<file path="src/rtl/mem_arbiter.sv">
// Two-port (fetch/data) arbiter in front of a single-ported byte memory.
// IDLE -> ACC -> RESP per transaction, data-first with fetch anti-starvation.
module mem_arbiter #(
  parameter int STARVE_MAX = 4
) (
  input  logic        clk,
  input  logic        rst_n,
  input  logic        if_req,
  input  logic [8:0]  if_addr,
  output logic        if_gnt,
  output logic        if_valid,
  output logic [31:0] if_rdata,
  output logic        if_err,
  input  logic        d_req,
  input  logic        d_we,
  input  logic [8:0]  d_addr,
  input  logic [31:0] d_wdata,
  input  logic [2:0]  d_funct3,
  output logic        d_gnt,
  output logic        d_valid,
  output logic [31:0] d_rdata,
  output logic        d_err,
  output logic [8:0]  mem_addr,
  output logic        mem_read,
  output logic        mem_write,
  output logic [2:0]  mem_funct3,
  output logic [31:0] mem_wdata,
  input  logic [31:0] mem_rdata,
  input  logic [31:0] mem_inst
);

  localparam int SW = $clog2(STARVE_MAX + 1);
  localparam logic [SW-1:0] SMAX = SW'(STARVE_MAX);

  typedef enum logic [1:0] {
    IDLE = 2'd0,
    ACC  = 2'd1,
    RESP = 2'd2
  } state_e;

  state_e         state_q, state_d;
  logic [SW-1:0]  starve_q, starve_d;
  logic           fetch_q, fetch_d;
  logic           we_q, we_d;
  logic           err_q, err_d;
  logic [8:0]     addr_q, addr_d;
  logic [31:0]    wdata_q, wdata_d;
  logic [2:0]     f3_q, f3_d;
  logic [31:0]    rdata_q, rdata_d;

  logic idle, acc, resp;
  logic fetch_wins;
  logic d_bad_align, d_bad_code, d_bad;
  logic if_bad;

  assign idle = (state_q == IDLE);
  assign acc  = (state_q == ACC);
  assign resp = (state_q == RESP);

  // Data normally wins; fetch wins alone or once it has starved long enough.
  assign fetch_wins = if_req & (~d_req | (starve_q == SMAX));
  assign if_gnt = rst_n & idle & fetch_wins;
  assign d_gnt  = rst_n & idle & d_req & ~fetch_wins;

  // Access legality, evaluated on the requester's live inputs at grant.
  always_comb begin
    d_bad_align = 1'b0;
    if (d_funct3[1:0] == 2'b10 && d_addr[1:0] != 2'b00) d_bad_align = 1'b1;
    if (d_funct3[1:0] == 2'b01 && d_addr[0]) d_bad_align = 1'b1;
    if (d_we)
      d_bad_code = ~(d_funct3 == 3'b000 || d_funct3 == 3'b001 ||
                     d_funct3 == 3'b010);
    else
      d_bad_code = ~(d_funct3 == 3'b000 || d_funct3 == 3'b001 ||
                     d_funct3 == 3'b010 || d_funct3 == 3'b100 ||
                     d_funct3 == 3'b101);
    d_bad  = d_bad_align | d_bad_code;
    if_bad = (if_addr[1:0] != 2'b00);
  end

  // Next-state: transaction sequencing, request latching, starvation count.
  always_comb begin
    state_d  = state_q;
    starve_d = starve_q;
    fetch_d  = fetch_q;
    we_d     = we_q;
    err_d    = err_q;
    addr_d   = addr_q;
    wdata_d  = wdata_q;
    f3_d     = f3_q;
    rdata_d  = rdata_q;
    unique case (state_q)
      IDLE: begin
        if (if_gnt) begin
          state_d  = ACC;
          starve_d = '0;
          fetch_d  = 1'b1;
          we_d     = 1'b0;
          err_d    = if_bad;
          addr_d   = if_addr;
          wdata_d  = '0;
          f3_d     = 3'b010;
        end else if (d_gnt) begin
          state_d  = ACC;
          if (if_req && starve_q != SMAX) starve_d = starve_q + 1'b1;
          fetch_d  = 1'b0;
          we_d     = d_we;
          err_d    = d_bad;
          addr_d   = d_addr;
          wdata_d  = d_wdata;
          f3_d     = d_funct3;
        end
      end
      ACC: begin
        state_d = RESP;
        if (err_q || we_q) rdata_d = '0;
        else if (fetch_q)  rdata_d = mem_inst;
        else               rdata_d = mem_rdata;
      end
      RESP: state_d = IDLE;
      default: state_d = IDLE;
    endcase
  end

  // State registers with synchronous active-low clear.
  always_ff @(posedge clk) begin
    if (!rst_n) begin
      state_q  <= IDLE;
      starve_q <= '0;
      fetch_q  <= 1'b0;
      we_q     <= 1'b0;
      err_q    <= 1'b0;
      addr_q   <= '0;
      wdata_q  <= '0;
      f3_q     <= '0;
      rdata_q  <= '0;
    end else begin
      state_q  <= state_d;
      starve_q <= starve_d;
      fetch_q  <= fetch_d;
      we_q     <= we_d;
      err_q    <= err_d;
      addr_q   <= addr_d;
      wdata_q  <= wdata_d;
      f3_q     <= f3_d;
      rdata_q  <= rdata_d;
    end
  end

  // Memory strobes are cut by rst_n so a reset in ACC never writes.
  assign mem_read   = rst_n & acc & ~err_q & ~we_q;
  assign mem_write  = rst_n & acc & ~err_q & we_q;
  assign mem_addr   = acc ? addr_q  : '0;
  assign mem_funct3 = acc ? f3_q    : '0;
  assign mem_wdata  = acc ? wdata_q : '0;

  assign if_valid = resp & fetch_q;
  assign d_valid  = resp & ~fetch_q;
  assign if_rdata = (resp & fetch_q)  ? rdata_q : '0;
  assign d_rdata  = (resp & ~fetch_q) ? rdata_q : '0;
  assign if_err   = resp & fetch_q & err_q;
  assign d_err    = resp & ~fetch_q & err_q;

endmodule

</file>
<file path="config.mk">
export PLATFORM = sky130hd
export DESIGN_NAME = mem_arbiter
export DESIGN_NICKNAME = d
export VERILOG_FILES = /design/src/rtl/mem_arbiter.sv
export SDC_FILE = /design/constraint.sdc
export NUM_CORES = 1
export LEC_CHECK = 0
export BUFFER_PORTS_ARGS = -buffer_cell sky130_fd_sc_hd__buf_2
export CAP_MARGIN = 20
export CORE_ASPECT_RATIO = 2
export CORE_MARGIN = 3
export CORE_UTILIZATION = 40
export CTS_BUF_LIST = sky130_fd_sc_hd__clkbuf_8
export DETAILED_ROUTE_END_ITERATION = 8
export PLACE_DENSITY = 0.77
export SLEW_MARGIN = 20
export SYNTH_ARGS = -nofsm -noshare
export SYNTH_HDL_FRONTEND = slang
export SYNTH_SLANG_ARGS = --single-unit
</file>
<file path="constraint.sdc">
create_clock -name clk -period 1.5 [get_ports clk]
set_input_delay 0.075 -clock clk [delete_from_list [all_inputs] [get_ports clk]]
set_output_delay 0.075 -clock clk [all_outputs]
set_load 0.02 [all_outputs]
</file>
==> results.md <==
* Final period utilization at 1.181
* Asr flop ratio synth at 0
* Final Hold Vio Count at 0
* TritonCTS Buffers at 9
* Sw power at 1.875 mW
* Minimum clock period at 1771 ps
* ANT nets after route at 0
* Layout cell share with drive strength beyond 1 at 0.5331
* Net Count, Synth at 640
* Vias per cell at 5.548
* Flop and latch count out of synthesis at 84
* Initial DRC count at 287
* Fin Clk Skew at 17.17 ps
* Design Area, Final at 8777 um2
* Maximum clock path buffer count at 2
* Hold WC Path Type: primary input to flop
* Crit-path max FO at 34
* Reg2reg setup slack at -120 ps
* Root buf cell: clkbuf_8
* Total grt overflow at 0
* Initial antenna violation count at 2
* Crit. End Element: output pin
* Clock share of power at 0.295
* Port Buffer Count at 237
* Synth cell types at 35
* Die width at 77.18 um
* DPL Wire Length at 9722 um
* Chip height at 148.4 um
* Comb pwr share at 0.304
* Largest net degree at the start of global routing at 35
* Primary FF master, synth: dfxtp_1
* Hold_sp: mem_rdata[31]
* Die area at 11450 um2
* Startpoint class of the critical path: flop
* Total wire length at 22930 um
* # clock sinks at 84
* Vias in the first global route at 6033
* Final setup vio count at 176
* Post-route worst setup slack at -271.4 ps
* Failing checks: setup timing
* Post-synthesis xor/xnor area fraction at 0
* Worst slew pin tran at 457.7 ps
* Critical Path RT at 1420 ps
* Clock latency on the worst-skew pair at 370 ps
* Worst R2R End: wdata_q[17]$_SDFFE_PN0P_
* Adder-Cell Fraction of Synth Area at 0.006175
* Synth warnings at 0
* GR peak layer: met2
* Final Util at 0.8932
* Peak supply drop at 0.0007798 V
* Routability cong. at 0.7555
* Initial Utilization at 0.4124
* Register share of total power at 0.401
* CTS clk-pin slew, worst paths at 80 ps
* R2R cell count at 9
* Core ar. at 9827 um2
* Number of flops mapped to enable cells by yosys at 0
* Worst slew margin at 0.6942
* Wirelength per Cell at 22.37 um
* RSZ-0062 raised after global routing: true
* Worst r2r src: starve_q[0]$_SDFFE_PN0P_
* Final-stage net count at 1010
* DRC errors left at 0
* # IOs at 238
* Largest family of logic cells by synthesized area: simple AND/OR/NAND/NOR gates
* Hold Path Sink: rdata_q[31]$_SDFFE_PN0N_
* Internal power at 4.354 mW
* Routed vias at 5687
* Hold depth at 3
* TritonCTS clock tree: done
* Fin. max-slew vios at 0
* Met3 Use GR at 0.08848
* Max Cap Viol at 0
* Mapped Area at 4053 um2
* Status: finished, violations left
* Highest clock rate at 564.5 MHz
* Syn Inst Count at 516
* Fillers at 434
* Leak at 3.862 nW
* Pwr/cell area at 709.7 nW/um2
* Mux contribution to synthesized area at 0.08151
* Worst Path Arrival at 1700 ps
* Sw Share at 0.3010
* Post-Syn Area per Cell at 7.854 um2
* Htree depth at 3
* Post-synthesis sequential area ratio at 0.4149
* DRT Pass-1 Iters at 5
* Placed Area at 5548 um2
* Post-synthesis simple-gate area fraction at 0.3168
* Complex-gate fraction of the synthesized area at 0.1284
* Met1 Resource Use GR at 0.3178
* Global-route usage over all layers at 0.3464
* Area Overhead vs Synth at 116.6%
* Hold Slack at 12.70 ps
* Std-Cell Rows at 51
* Global-route wire length before repair at 31080 um
* Path type of the worst setup path: flop to output pin
* M2 GR Usage at 0.6391
-- cell usage after synthesis, types with 2 or more instances --
| library cell | count | area (um2) |
|---|---|---|
| a21oi_1 | 38 | 190.2 |
| a31oi_1 | 8 | 50.05 |
| and2_1 | 110 | 688.2 |
| buf_2 | 10 | 50.05 |
| buf_4 | 6 | 45.04 |
| clkbuf_1 | 20 | 75.07 |
| dfxtp_1 | 84 | 1682 |
| ha_1 | 2 | 25.02 |
| inv_1 | 9 | 33.78 |
| mux2i_1 | 33 | 330.3 |
| nand2_1 | 122 | 457.9 |
| nor2_1 | 3 | 11.26 |
| nor2b_1 | 4 | 25.02 |
| nor3b_1 | 3 | 22.52 |
| o21ai_0 | 15 | 75.07 |
| o21ai_1 | 30 | 150.1 |
-- layout by cell type (no fill, tap or decap), types with 23 or more instances in the layout --
master         synthesis  routed
buf_2                 10     122
a21oi_2                0      28
and2_4                 0      52
dlygate4sd3_1          0      91
and2_1               110      58
dfxtp_1               84      79
buf_4                  6      40
mux2i_1               33      33
buf_6                  0     105
nand2_1              122     112
o21ai_2                0      23
-- per-stage QoR --
step	TNS, ps	total power, mW	setup slack [ps]	cells
2_1_floorplan	-22.53	2.988	-22.53	516
3_3_place_gp	-3083	3.369	-97.61	875
3_5_place_dp	-6842	3.408	-226.3	875
4_1_cts	-23070	5.814	-222.0	1012
5_1_grt	-32810	6.387	-316.8	1025
6_report	-26790	6.229	-271.4	1025
-- power by group through the flow --
stage,logic (mW),clock network (mW),registers [mW]
finish,1.90,1.83,2.50
global route,1.97,1.91,2.51
CTS,1.55,1.79,2.47
detailed placement,0.901,0,2.51
global placement,0.871,0,2.50
floorplan,0.508,0,2.48
-- sequential cells by signal (all words and copies together) (netlist names) --
signal    count
addr_q        9
err_q         1
f3_q          3
fetch_q       1
rdata_q      32
starve_q      3
state_q       2
wdata_q      32
we_q          1
-- timing repair --
action                                 4_1_cts  5_1_grt
buffers inserted                            16        7
endpoints found under the hold margin       66        0
pin swaps                                   37       61
gates resized for setup                    300      132
cloned                                      14        7
hold buffers                                91        0
setup endpoints to repair                  192      199
-- logic make-up after synthesis --
kind of cell,after synthesis
AND/OR/NAND/NOR,252
AO/OA/AOI/OAI,98
flip-flops,84
buffers and inverters,47
multiplexers,33
adder cells (fa/ha/maj),2
-- metal layers --
metal	wire, um	vias up
met1	7139	2662
met3	1784	133
met4	1683	0
met2	12320	452
met5	0	-
li1	-	2440
-- area by class of cell --
cell class              count  area [um2]  area share
repair buffers            393        3807      0.4338
multi-input cells         388        2836      0.3232
flip-flops and latches     84        1690      0.1926
well taps                 132       165.2     0.01882
clock buffers              10       137.6     0.01568
clock inverters             6       80.08    0.009123
inverters                  10       55.05    0.006272
diodes                      2       5.005   0.0005702
-- worst max-delay path: stages (launching register included) --
cell	delay, ps
dfxtp_2	340
buf_6	110
buf_6	120
nor3b_4	210
buf_12	210
and2_1	190
buf_4	160
-- how the worst max path moves through the flow --
stage / start / to / slack [ps] / cells after the start
2_1_floorplan: starve_q[0]$_SDFFE_PN0P_ / f3_q[1]$_SDFFE_PN0P_ / -20 / 8
3_3_place_gp: state_q[0]$_SDFFE_PN0P_ / rdata_q[28]$_SDFFE_PN0N_ / -100 / 4
3_5_place_dp: state_q[0]$_SDFFE_PN0P_ / rdata_q[24]$_SDFFE_PN0N_ / -230 / 4
4_1_cts: state_q[0]$_SDFFE_PN0P_ / mem_read / -220 / 6
5_1_grt: state_q[0]$_SDFFE_PN0P_ / d_rdata[15] / -320 / 6
6_report: state_q[0]$_SDFFE_PN0P_ / d_rdata[15] / -270 / 6
No activity file was read; power rests on OpenSTA's default activity.
